**config.mk**
```make
export PLATFORM = sky130hd
export DESIGN_NAME = operand_sequencer
export DESIGN_NICKNAME = d
export VERILOG_FILES = /design/src/rtl/operand_sequencer_pkg.sv /design/src/rtl/operand_sequencer_key_debouncer.sv /design/src/rtl/operand_sequencer.sv
export SDC_FILE = /design/constraint.sdc
export NUM_CORES = 1
export LEC_CHECK = 0
export CAP_MARGIN = 20
export CORE_MARGIN = 2
export CORE_UTILIZATION = 35
export DETAILED_ROUTE_END_ITERATION = 6
export DONT_BUFFER_PORTS = 1
export PLACE_DENSITY = 0.51
export SYNTH_ARGS = -nofsm -noshare
export SYNTH_HDL_FRONTEND = slang
export SYNTH_SLANG_ARGS = --single-unit
```
**constraint.sdc**
```tcl
create_clock -name clk -period 2.32 [get_ports clk]
set_input_delay 0.232 -clock clk [delete_from_list [all_inputs] [get_ports clk]]
set_output_delay 0.232 -clock clk [all_outputs]
set_load 0.02 [all_outputs]
```
**src/rtl/operand_sequencer_pkg.sv**
```systemverilog
// Shared definitions for the operand sequencer: entry FSM states, operand
// widths and the bit layout of the adder switch bus {cin, A, B}.
package operand_sequencer_pkg;

    localparam int unsigned OPERAND_W = 4;
    localparam int unsigned BUS_W     = 9;

    localparam int unsigned CIN_BIT = 8;
    localparam int unsigned A_MSB   = 7;
    localparam int unsigned A_LSB   = 4;
    localparam int unsigned B_MSB   = 3;
    localparam int unsigned B_LSB   = 0;

    // Encoding is exposed directly on the phase LEDs.
    typedef enum logic [1:0] {
        IDLE   = 2'd0,
        LOAD_A = 2'd1,
        LOAD_B = 2'd2,
        READY  = 2'd3
    } state_e;

endpackage

```
**src/rtl/operand_sequencer_key_debouncer.sv**
```systemverilog
// key_debouncer: two-flop synchroniser, debounce counter and press-pulse
// generator for one active-low push-button.
//   clk       system clock
//   rst_n     asynchronous active-low reset
//   key_n_i   raw button, active-low, asynchronous to clk
//   press_o   one-cycle pulse on each debounced released->pressed transition
module key_debouncer #(
    parameter int unsigned DEBOUNCE_CYCLES = 16,
    parameter int unsigned CNT_W           = 5
) (
    input  logic clk,
    input  logic rst_n,
    input  logic key_n_i,
    output logic press_o
);

    localparam logic [CNT_W-1:0] CntMax = CNT_W'(DEBOUNCE_CYCLES - 1);

    logic             sync0_q, sync1_q;
    logic             level_q, level_d;
    logic [CNT_W-1:0] cnt_q, cnt_d;
    logic             press_q, press_d;

    // Counter runs only while the synchronised level disagrees with the
    // accepted level; any agreement restarts the stability window.
    always_comb begin
        level_d = level_q;
        cnt_d   = '0;
        press_d = 1'b0;
        if (sync1_q != level_q) begin
            if (cnt_q == CntMax) begin
                level_d = sync1_q;
                // Pulse only when leaving the released (high) level.
                press_d = level_q;
            end else begin
                cnt_d = cnt_q + 1'b1;
            end
        end
    end

    always_ff @(posedge clk or negedge rst_n) begin
        if (!rst_n) begin
            sync0_q <= 1'b1;
            sync1_q <= 1'b1;
            level_q <= 1'b1;
            cnt_q   <= '0;
            press_q <= 1'b0;
        end else begin
            sync0_q <= key_n_i;
            sync1_q <= sync0_q;
            level_q <= level_d;
            cnt_q   <= cnt_d;
            press_q <= press_d;
        end
    end

    assign press_o = press_q;

endmodule

```
**src/rtl/operand_sequencer.sv**
```systemverilog
// operand_sequencer: lets a user enter operand A, operand B and carry-in in
// turn with one push-button, and presents them frozen on the adder bus.
//   clk       system clock
//   rst_n     asynchronous active-low reset
//   key_n     raw push-button, active-low
//   data_sw   operand value switches, sampled on a press
//   cin_sw    carry-in switch, sampled on the press that enters READY
//   operands  {cin, A, B} adder bus
//   valid     high while operands is complete
//   phase     current entry state for LEDs
// Build option OPERAND_SEQUENCER_RESULT_CAPTURE_EN adds sum_in/result: the
// adder result is latched on the cycle after READY is entered.
module operand_sequencer
    import operand_sequencer_pkg::*;
#(
    parameter int unsigned DEBOUNCE_CYCLES = 16,
    parameter int unsigned CNT_W           = 5
) (
    input  logic                 clk,
    input  logic                 rst_n,
    input  logic                 key_n,
    input  logic [OPERAND_W-1:0] data_sw,
    input  logic                 cin_sw,
    output logic [BUS_W-1:0]     operands,
    output logic                 valid,
`ifdef OPERAND_SEQUENCER_RESULT_CAPTURE_EN
    input  logic [4:0]           sum_in,
    output logic [4:0]           result,
`endif
    output logic [1:0]           phase
);

    logic press;

    key_debouncer #(
        .DEBOUNCE_CYCLES (DEBOUNCE_CYCLES),
        .CNT_W           (CNT_W)
    ) u_key_debouncer (
        .clk     (clk),
        .rst_n   (rst_n),
        .key_n_i (key_n),
        .press_o (press)
    );

    state_e           state_q, state_d;
    logic [BUS_W-1:0] operands_q, operands_d;
    logic             valid_q, valid_d;
    logic             enter_ready;

    always_comb begin
        state_d     = state_q;
        operands_d  = operands_q;
        valid_d     = valid_q;
        enter_ready = 1'b0;
        if (press) begin
            case (state_q)
                IDLE, READY: begin
                    state_d    = LOAD_A;
                    operands_d = '0;
                    valid_d    = 1'b0;
                end
                LOAD_A: begin
                    state_d                   = LOAD_B;
                    operands_d[A_MSB:A_LSB]   = data_sw;
                end
                LOAD_B: begin
                    state_d                   = READY;
                    operands_d[B_MSB:B_LSB]   = data_sw;
                    operands_d[CIN_BIT]       = cin_sw;
                    valid_d                   = 1'b1;
                    enter_ready               = 1'b1;
                end
                default: state_d = IDLE;
            endcase
        end
    end

    always_ff @(posedge clk or negedge rst_n) begin
        if (!rst_n) begin
            state_q    <= IDLE;
            operands_q <= '0;
            valid_q    <= 1'b0;
        end else begin
            state_q    <= state_d;
            operands_q <= operands_d;
            valid_q    <= valid_d;
        end
    end

    assign operands = operands_q;
    assign valid    = valid_q;
    assign phase    = state_q;

`ifdef OPERAND_SEQUENCER_RESULT_CAPTURE_EN
    // Capture one cycle after READY entry so the adder has seen the new bus.
    logic       capture_q;
    logic [4:0] result_q, result_d;

    always_comb begin
        result_d = result_q;
        if (capture_q) begin
            result_d = sum_in;
        end
    end

    always_ff @(posedge clk or negedge rst_n) begin
        if (!rst_n) begin
            capture_q <= 1'b0;
            result_q  <= '0;
        end else begin
            capture_q <= enter_ready;
            result_q  <= result_d;
        end
    end

    assign result = result_q;
`else
    logic unused_enter_ready;
    assign unused_enter_ready = enter_ready;
`endif

endmodule
```
## Word-level counts from Yosys, hierarchy flattened

Index checks and enable logic that the tools add are counted.

| word-level totals | value |
|---|---|
| bits in writable memories | 0 |
| output and inout bits | 12 |
| memories | 0 |
| register bits after elaboration | 21 |
| latch bits | 0 |
| bits in read-only memories | 0 |

| cells by class | value |
|---|---|
| shift operators | 0 |
| div/mod/pow operators | 0 |
| reductions and logical operators | 7 |
| bitwise operators | 0 |
| multiplexer cells | 9 |
| multipliers | 0 |
| eq/ne operators | 5 |
| magnitude comparators | 0 |
| add/subtract/negate cells | 1 |

Operator list:

| operator | number |
|---|---|
| $pmux 4 s2 | 2 |
| $mux 5 | 2 |
| $pmux 2 s3 | 1 |
| $reduce_and 2->1 | 3 |
| $add 5x1->5 const B | 1 |
| $eq 5x4->1 const B | 1 |
| $eq 2x2->1 const B | 2 |
| $pmux 1 s2 | 2 |
| $reduce_bool 2->1 | 2 |
| $eq 2x1->1 const B | 1 |
| $logic_not 2->1 | 1 |
| $mux 1 | 2 |
| $reduce_or 2->1 | 1 |
| $ne 1x1->1 | 1 |

## Depth between registers and ports, before layout

Gate-level depths: netlist of the first run.

| depth | value |
|---|---|
| word-level depth | 4 |
| gate-level depth with buffers | 6 |
| gate-level depth less buffers | 5 |

## Hierarchy

From an unflattened synthesis of the first run, not the netlist that was laid out.

| unflattened totals | value |
|---|---|
| cell total of the unflattened synthesis | 77 |
| area, all modules | 922.1 um^2 |

By module, submodules not included:

| module | instances | cells an instance | area each (um^2) |
|---|---|---|---|
| operand_sequencer | 1 | 52 | 580.6 |
| key_debouncer | 1 | 25 | 341.6 |

## Worst setup path after synthesis of the first run

OpenSTA, ideal clock, no wires.

| timing | value |
|---|---|
| path kind | register -> register |
| start | register state_q[0] (netlist: phase[0]) |
| end | register operands_q[4] (netlist: operands[4]) |
| data required time | 2.189 ns |
| setup slack | 1.009 ns |
| cell stages (with the launch flop) | 6 |
| arrival | 1.180 ns |
| buffers on the path | 0 |
| cell sequence | dfrtp_1 -> inv_1 -> ha_1 -> nand2b_1 -> nand2_1 -> o21ai_0 |

| on the way | value |
|---|---|
| longest elaborated chain between the ends | 4 |
| elaborated cells on any way between the ends | 7 |
| classes of those cells | eq/ne: 2; mux: 1; reduce/logical: 4 |

Ends and longest elaborated chain:

| element | line | source |
|---|---|---|
| start, declared | operand_sequencer.sv:45 | `state_e state_q, state_d;` |
| start signal, assigned | operand_sequencer.sv:84 | `state_q <= state_d;` |
| $eq 2x2->1 or $logic_not 2->1 (tied branches) | operand_sequencer.sv:56 | `case (state_q)` |
| $reduce_or 2->1 | operand_sequencer.sv:56 |  |
| $reduce_bool 2->1 (no line) | - |  |
| $reduce_and 2->1 (no line) | - |  |
| end signal, assigned | operand_sequencer.sv:85 | `operands_q <= operands_d;` |
| end, declared | operand_sequencer.sv:46 | `logic [BUS_W-1:0] operands_q, operands_d;` |

Several ways; a longest one is shown, not always the timed one.
A chain may end at the register's enable or synchronous reset.

## Worst setup path in the final report of the first run

| timing | value |
|---|---|
| start | register state_q[1] (netlist: phase[1]) |
| end | register valid_q (netlist: valid) |

| on the way | value |
|---|---|
| longest elaborated chain between the ends | 4 |
| elaborated cells on any way between the ends | 7 |
| classes of those cells | eq/ne: 2; mux: 1; reduce/logical: 4 |

Ends and longest elaborated chain:

| element | line | source |
|---|---|---|
| $eq 2x2->1 or $logic_not 2->1 (tied branches) | operand_sequencer.sv:56 |  |
| $reduce_or 2->1 | operand_sequencer.sv:56 |  |
| $reduce_bool 2->1 (no line) | - |  |
| $reduce_and 2->1 (no line) | - |  |
| end signal, assigned | operand_sequencer.sv:86 | `valid_q <= valid_d;` |
| end, declared | operand_sequencer.sv:47 | `logic valid_q, valid_d;` |

Several ways; a longest one is shown, not always the timed one.

==> flow_summary.toml, run 1 <==
[worst_hold_path]
hold_path_class = "in2reg"

[synthesis]
syn_inst = 77
synthSimpleGateAreaFrac = 0.160
synth-seq-cells = 21
synth.area.top_cells = "dfrtp_1 (54%), dfstp_2 (9.4%), nand2_1 (8.1%), ha_1 (6.0%), xor2_1 (3.1%)"
synth_compound_area_frac = 0.0716
synth_area_leader_cell = "dfrtp_1"
yosys.area_share.adder = 0.0597
post_synth_xor_area_fraction = 0.0313
synth_ff_type = "dfrtp_1"
synth_top_cell_area_share = 0.537
yosysSeqAreaShare = 0.631
synth.distinct_cells = 18
synthMuxAreaShare = 0.0269
yosys_warnings = 0
synthesis.nets = 89
ys_top_cells_by_count = "dfrtp_1 (18), nand2_1 (18), nor2_1 (6)"
async_flop_share = 1.00
syn_avg_cell_area_um2 = 10.9
synth_edf_count = 0
netlist_area_um2 = 838
synth_top_family_by_area = "simple AND/OR/NAND/NOR gates"

[cts]
path_clk_slew_ps = 120
numClockSinks = 21
clk_latency_ps = 300
h-tree-depth = 1
numCtsBuffers = 3
post-cts-setup-buffers = 0
cts_tree = "done"
cts_max_path_buffers = 2
cts-root-buf = "clkbuf_4"

[global_routing]
overflow = 0
grt_max_degree = 22
grt_pass1_wl_mm = 2.44
grt.total_usage = 0.125
antenna_found_initial = 0
grt_pass1_vias = 520

[critical_path]
slowest_delay_ps = 520
critical_path_class = "reg2reg"
start_kind = "flip-flop"
cp.arrival_ps = 1780
cp-end-kind = "flip-flop"
path_buf_inv = 1
crit_path_cell_trace = "inv_1 -> ha_1 -> nand2b_1 -> mux2_1"
slowest_stage = "dfrtp_1"
cp_top_family = "flip-flops"
cp_max_fo = 11
worst_ep_required_time_ps = 2520

[sta]
final.setup.tns_ps = 0
min_period_ps = 1580
slew_headroom = 0.389
tightest_slew_ps = 913
skew_ps = 10.9
max_freq_mhz = 634
post-route-period-util = 0.680
hold_violations = 0
finalSetupViolCount = 0
rsz0062_at_grt = "false"
slew_viol_final = 0

[finish]
final_cells = 110
diodes = 0
areaGrowthSynthToFinish_pct = 9.25
finalNetCount = 95
utilization = 0.410
drive_gt1_frac = 0.0976

[floorplan]
io_pins = 20
initial_utilization = 0.375
die_h_um = 52.9
die_area_mm2 = 0.00280
core_area_mm2 = 0.00223
die_w_um = 52.9
rows = 17

[detailed_routing]
first_pass_iters = 4
post_drt_wl_per_cell_um = 12.0
drt.antenna.violating_nets = 0
drt-vias-per-instance = 4.78
dr_total_vias = 526
wl_mm = 1.32
initialDrtViolationCount = 4
drc = 0

[placement]
gp_congestion = 0.750
numPortBuffers = 0
place_hpwl_um = 989
placedCellCount = 104

[power]
p_leak_nw = 0.429
power.share.clock = 0.302
swShare = 0.216
p_int_mw = 0.444
vdd_drop_max_mv = 0.379
switchingPower_mw = 0.123
p_seq_frac = 0.666
power_frac_comb = 0.032
power.total_mw = 0.567
p_per_area_mw_per_mm2 = 619

[run_status]
status = "complete, no violations"

[flow_run]
drv_cap = 0
[worst register-to-register path, stage by stage (launching register included)]
cell      delay, ps
dfrtp_1         520
inv_1           110
ha_1            180
nand2b_1        290
mux2_1          380
[state kept, by name, indices dropped and copies added (netlist names)]
name and flops:
operands 9, phase 2, u_key_debouncer.cnt_q 5, u_key_debouncer.level_q 1
u_key_debouncer.press_o 1, u_key_debouncer.sync0_q 1, u_key_debouncer.sync1_q 1, valid 1
[layer usage]
layer / wire length (um) / up-vias / global-route usage
met1: 602 / 253 / 0.157
met5: 0 / - / 0
met4: 13 / 0 / 0.0513
met2: 635 / 10 / 0.177
li1: - / 261 / -
met3: 70 / 2 / 0.0678
[area by class of cell]
cell class	instances	area, um^2
Multi-Input combinational cell	52	293
Clock buffer	3	22.5
Tap cell	28	35.0
Sequential cell	21	529
Timing Repair Buffer	2	20.0
Fill cell	242	1320
Clock inverter	1	5.00
Inverter	3	11.3
[power by group through the flow]
stage                     clock, mW  sequential (mW)  combinational [mW]
after global routing          0.203            0.379              0.0223
after global placement            0            0.384             0.00883
after floorplan                   0            0.384             0.00767
after CTS                     0.185            0.378              0.0191
after detailed placement          0            0.385             0.00917
final                         0.171            0.378              0.0182
[cells by family (layout without fill, tap and decap cells)]
| family | Yosys count | after routing |
|---|---|---|
| xor gates and xnor gates | 3 | 3 |
| DFF | 21 | 21 |
| muxes | 2 | 2 |
| adders and majority gates | 4 | 4 |
| and+or+nand+nor | 31 | 31 |
| AOI/OAI and AO/OA | 12 | 12 |
| buffers and inverters | 4 | 9 |
[final timing paths]
check                                        start                       end  slack [ps]  depth (start not counted)
max                                       phase[1]                     valid         740                          4
min                                     data_sw[1]               operands[1]          50                          2
max reg2reg                               phase[1]                     valid         740                          4
min reg2reg                u_key_debouncer.sync0_q   u_key_debouncer.sync1_q         360                          0
max in group asynchronous                    rst_n  u_key_debouncer.cnt_q[3]        1260                          1
min in group asynchronous                    rst_n                     valid         490                          1
[cell usage in the layout (no fill, tap or decap), drive strengths merged, types with 3 or more instances in the layout]
cell type	netlist	final
clkbuf	0	3
dfrtp	18	18
dfstp	3	3
ha	4	4
inv	3	3
nand2	18	18
nor2	6	6
o21ai	10	10
xor2	3	3
[per-stage QoR]
stage / worst slack [ps] / hold slack (ps) / instance area (um^2)
5_1_grt: 644 / 24.8 / 916
2_1_floorplan: 1010 / -63.6 / 838
3_3_place_gp: 785 / -63.2 / 868
4_1_cts: 734 / 32.1 / 916
3_5_place_dp: 747 / -63.2 / 868
6_report: 743 / 48.7 / 916
[timing repair]
action                                 CTS  global route
resized for setup                        0             0
endpoints found under the hold margin   22             0
hold buffers                             2             0
Power figures use the tool's default switching activity.
==> inputs of run 2 (changes only) <==
- clock period: 2.32 -> 1.5 ns (I/O delays scaled with it)
==> flow_summary.toml, run 2 (synthesis gave the netlist of run 1 again) <==
[placement]
gp_congestion = 0.763
numPortBuffers = 0
place_hpwl_um = 991
place_area_um2 = 898

[cts]
cts_tree = "done"
path_clk_slew_ps = 110
numClockSinks = 21
cts_max_path_buffers = 2
h-tree-depth = 1
cts_resized = 0
cts-root-buf = "clkbuf_4"
post-cts-setup-buffers = 0
clk_latency_ps = 290
numCtsBuffers = 3

[critical_path]
r2r_slack_ps = 250
reg2reg_depth = 4
cp_max_fo = 4
worstSetupStartpoint = "u_key_debouncer.cnt_q[0]"
start_kind = "flip-flop"
reg2reg_from = "u_key_debouncer.cnt_q[0]"
critical_path_class = "reg2reg"
worstReg2RegEnd = "u_key_debouncer.level_q"
cp-end-kind = "flip-flop"
cp.arrival_ps = 1480
worst_ep_required_time_ps = 1730
endpoint = "u_key_debouncer.level_q"

[sta]
min_period_ps = 1250
post-route-period-util = 0.834
hold_violations = 0
tightest_slew_ps = 913
max_freq_mhz = 799
skew_ps = 5.34
final.setup.tns_ps = 0
slew_headroom = 0.389
finalSetupViolCount = 0
slew_viol_final = 0
rsz0062_at_grt = "false"
whs_ps = 362

[detailed_routing]
wl_mm = 1.33
initialDrtViolationCount = 7
drc = 0
post_drt_wl_per_cell_um = 11.1
first_pass_iters = 4
drt-vias-per-instance = 4.50
dr_total_vias = 536
drt.antenna.violating_nets = 0

[worst_hold_path]
hold_path_class = "reg2reg"

[finish]
fin_area_um2 = 995
largest_reg_flops = 9
finalNetCount = 104
register_area_um2 = 529
drive_gt1_frac = 0.121
final_cell_mix = "nand2_1 (18), dfrtp_1 (18), dlygate4sd3_1 (7)"
multi_input_area_um2 = 293
nFillCells = 229
utilization = 0.445
areaGrowthSynthToFinish_pct = 18.7
diodes = 0

[power]
p_int_mw = 0.700
swShare = 0.211
p_seq_frac = 0.659
switchingPower_mw = 0.187
power_frac_comb = 0.045
vdd_drop_max_mv = 0.507
p_leak_nw = 0.468
power.share.clock = 0.296
p_per_area_mw_per_mm2 = 892

[floorplan]
die_w_um = 52.9
core_area_mm2 = 0.00223
die_area_mm2 = 0.00280
die_h_um = 52.9
initial_utilization = 0.375
rows = 17
io_pins = 20

[global_routing]
met2_usage = 0.177
grt_pass1_wl_mm = 2.38
grt.total_usage = 0.120
overflow = 0
grt_max_degree = 22
grtUsageMet1 = 0.147
grt_pass1_vias = 525
antenna_found_initial = 0
grt_util_met3 = 0.0424
grt-busiest-layer = "met2"

[run_status]
status = "complete, no violations"

[flow_run]
drv_cap = 0
[run 2: changes by cell type in the layout (fill, tap and decap cells not counted)]
| cell | change |
|---|---|
| clkinv_2 | -1 |
| dlygate4sd3_1 | +5 |
| clkbuf_1 | +1 |
| buf_4 | +4 |
[run 2: worst min-delay path by stage]
stage                                 start                       to  depth (start not counted)
finish              u_key_debouncer.sync0_q  u_key_debouncer.sync1_q                          0
CTS                 u_key_debouncer.sync0_q  u_key_debouncer.sync1_q                          0
global placement                      rst_n                    valid                          0
floorplan                             rst_n              operands[0]                          0
global route                          key_n  u_key_debouncer.sync0_q                          1
detailed placement                    rst_n                    valid                          0
[run 2: metal layers]
layer | vias up | part of all wire
met5 | - | 0
met4 | 0 | 0.012
met3 | 2 | 0.052
met2 | 8 | 0.49
met1 | 246 | 0.44
li1 | 280 | -
[run 2: area by class of cell]
cell class | count | share of cell area
clock buffer | 4 | 0.0264
inverter | 3 | 0.0113
timing repair buffer | 11 | 0.101
tap | 28 | 0.0352
multi-input combinational | 52 | 0.294
sequential | 21 | 0.532
[run 2: stage by stage]
stage	setup slack (ps)	power, mW	std cells
global route	109	0.939	119
detailed placement	253	0.610	108
finish	249	0.887	119
CTS	234	0.908	119
global placement	284	0.609	108
floorplan	189	0.605	77
[run 2: worst max-delay path, stage by stage, from the launching register on]
cell	delay (ps)
dfrtp_1	390
ha_1	200
nand3_1	140
nor2_1	120
mux2_2	330
[run 2: power groups by stage]
stage                     combinational [mW]  sequential [mW]  clock, mW
after CTS                             0.0424            0.585      0.281
after global placement                0.0139            0.595          0
after detailed placement              0.0146            0.595          0
final                                 0.0403            0.584      0.262
after global routing                  0.0467            0.586      0.306
after floorplan                       0.0119            0.593          0
[run 2: what timing repair did]
item | 4_1_cts | 5_1_grt
endpoints found under the setup margin | 0 | 0
hold buffers | 7 | 0
hold endpoints to repair | 31 | 0
==> inputs of run 3 (changes only) <==
- PLACE_DENSITY: 0.51 -> 0.53
- clock period: 1.5 -> 1 ns (I/O delays scaled with it)
==> flow_summary.toml, run 3 (synthesis gave the netlist of run 1 again) <==
[placement]
placedCellCount = 118
gp_congestion = 0.702
place_hpwl_mm = 1.09
place_area_mm2 = 0.00101
numPortBuffers = 0

[critical_path]
critical_path_class = "reg2reg"
worstReg2RegEnd = "u_key_debouncer.level_q"
worst_ep_required_time_ps = 1240
reg2reg_from = "u_key_debouncer.cnt_q[0]"
reg2reg_depth = 4
r2r_slack_ps = -170
cp_max_fo = 4
start_kind = "flip-flop"
cp-end-kind = "flip-flop"
cp.arrival_ps = 1410

[sta]
setup_ws_ps = -165
slew_headroom = 0.398
post-route-period-util = 1.17
max_freq_mhz = 858
finalSetupViolCount = 18
skew_ps = 0.726
slew_viol_final = 0
rsz0062_at_grt = "true"
hold_violations = 18
tightest_slew_ps = 903
final.setup.tns_ps = -1590
whs_ps = -16.2
min_period_ps = 1170

[finish]
nFillCells = 186
areaGrowthSynthToFinish_pct = 48.2
largest_reg_flops = 9
finalNetCount = 117
fin_area_mm2 = 0.00124
final_cell_mix = "nand2_1 (18), dfrtp_1 (16), buf_4 (11)"
drive_gt1_frac = 0.423
final_common_cell = "nand2_1"
final_cells = 132
diodes = 0

[cts]
clk_latency_ps = 300
cts_max_path_buffers = 2
numClockSinks = 21
cts-root-buf = "clkbuf_4"
numCtsBuffers = 3
h-tree-depth = 1
cts_tree = "done"
path_clk_slew_ps = 120

[floorplan]
die_h_um = 52.9
core_area_mm2 = 0.00223
die_area_mm2 = 0.00280
io_pins = 20
initial_utilization = 0.375
die_w_um = 52.9
rows = 17

[worst_hold_path]
hold_path_class = "in2async"

[power]
p_leak_nw = 0.555
p_per_area_mw_per_mm2 = 1100
vdd_drop_max_mv = 1.21

[global_routing]
grt.total_usage = 0.137
grt_pass1_wl_mm = 2.74
grt_pass1_vias = 634
antenna_found_initial = 0
overflow = 0
grt_max_degree = 22

[detailed_routing]
dr_total_vias = 602
wl_mm = 1.57
initialDrtViolationCount = 3
post_drt_wl_per_cell_um = 11.9
drt-vias-per-instance = 4.56
drc = 0
drt.antenna.violating_nets = 0
first_pass_iters = 3

[flow_run]
drv_cap = 0

[run_status]
violations = "negative hold slack, negative setup slack"
status = "complete, but fails checks"
## run 3: cell types whose count changed in the layout (fill, tap and decap cells not counted), sizes merged
cell / delta
buf: +13
clkbuf: -1
clkinv: +1
dlygate4sd3: -1
dlymetal6s4s: +1
## run 3: repair_timing
item                                   4_1_cts  5_1_grt
buffers inserted                             1        2
resized for setup                            9       16
hold buffers                                 7        0
setup endpoints to repair                   20       40
pin swaps                                    4        3
endpoints found under the hold margin       31        0
## run 3: worst max path at each step
stage                                   startpoint  cells after the start                       to  slack [ps]
after floorplan                           phase[1]                      4                    valid        -190
after global placement                    phase[1]                      4                    valid        -120
after detailed placement  u_key_debouncer.cnt_q[0]                      4  u_key_debouncer.press_o        -150
after CTS                                 phase[1]                      4                    valid        -160
after global routing                      phase[1]                      4                    valid        -210
final                     u_key_debouncer.cnt_q[0]                      4  u_key_debouncer.level_q        -170
## run 3: metal layers
layer  GRT usage  up-vias  share of wire
met4      0.0385        0         0.0051
met2       0.248       14           0.54
met1       0.148      284           0.41
met3      0.0508        2          0.046
met5           0        -              0
li1            -      302              -
## run 3: layout make-up
| cell class | count | area [um^2] | share of cell area |
|---|---|---|---|
| Sequential cell | 21 | 532 | 0.428 |
| Multi-Input combinational cell | 52 | 414 | 0.333 |
| Timing Repair Buffer | 24 | 223 | 0.179 |
| Tap cell | 28 | 35.0 | 0.0282 |
| Clock buffer | 3 | 22.5 | 0.0181 |
| Inverter | 3 | 11.3 | 0.00906 |
| Clock inverter | 1 | 5.00 | 0.00403 |
## run 3: worst max-delay path, stage by stage, from the launching register on
cell and delay [ps]:
dfrtp_1 370, ha_2 220, nand3_4 120, nor2_4 110
mux2_4 300
## run 3: per-stage QoR
stage / util / hold WS (ps) / setup WS (ps) / power [mW]
after global placement: 0.453 / -195 / -120 / 0.927
after CTS: 0.522 / 310 / -158 / 1.40
after global routing: 0.556 / 45.2 / -207 / 1.46
after detailed placement: 0.453 / -195 / -145 / 0.930
final: 0.556 / -16.2 / -165 / 1.37
after floorplan: - / -196 / -190 / 0.910
## run 3: power by group
part | switching, mW | internal (mW)
Sequential | 0.0112 | 0.866
Combinational | 0.0419 | 0.0478
Clock | 0.256 | 0.149
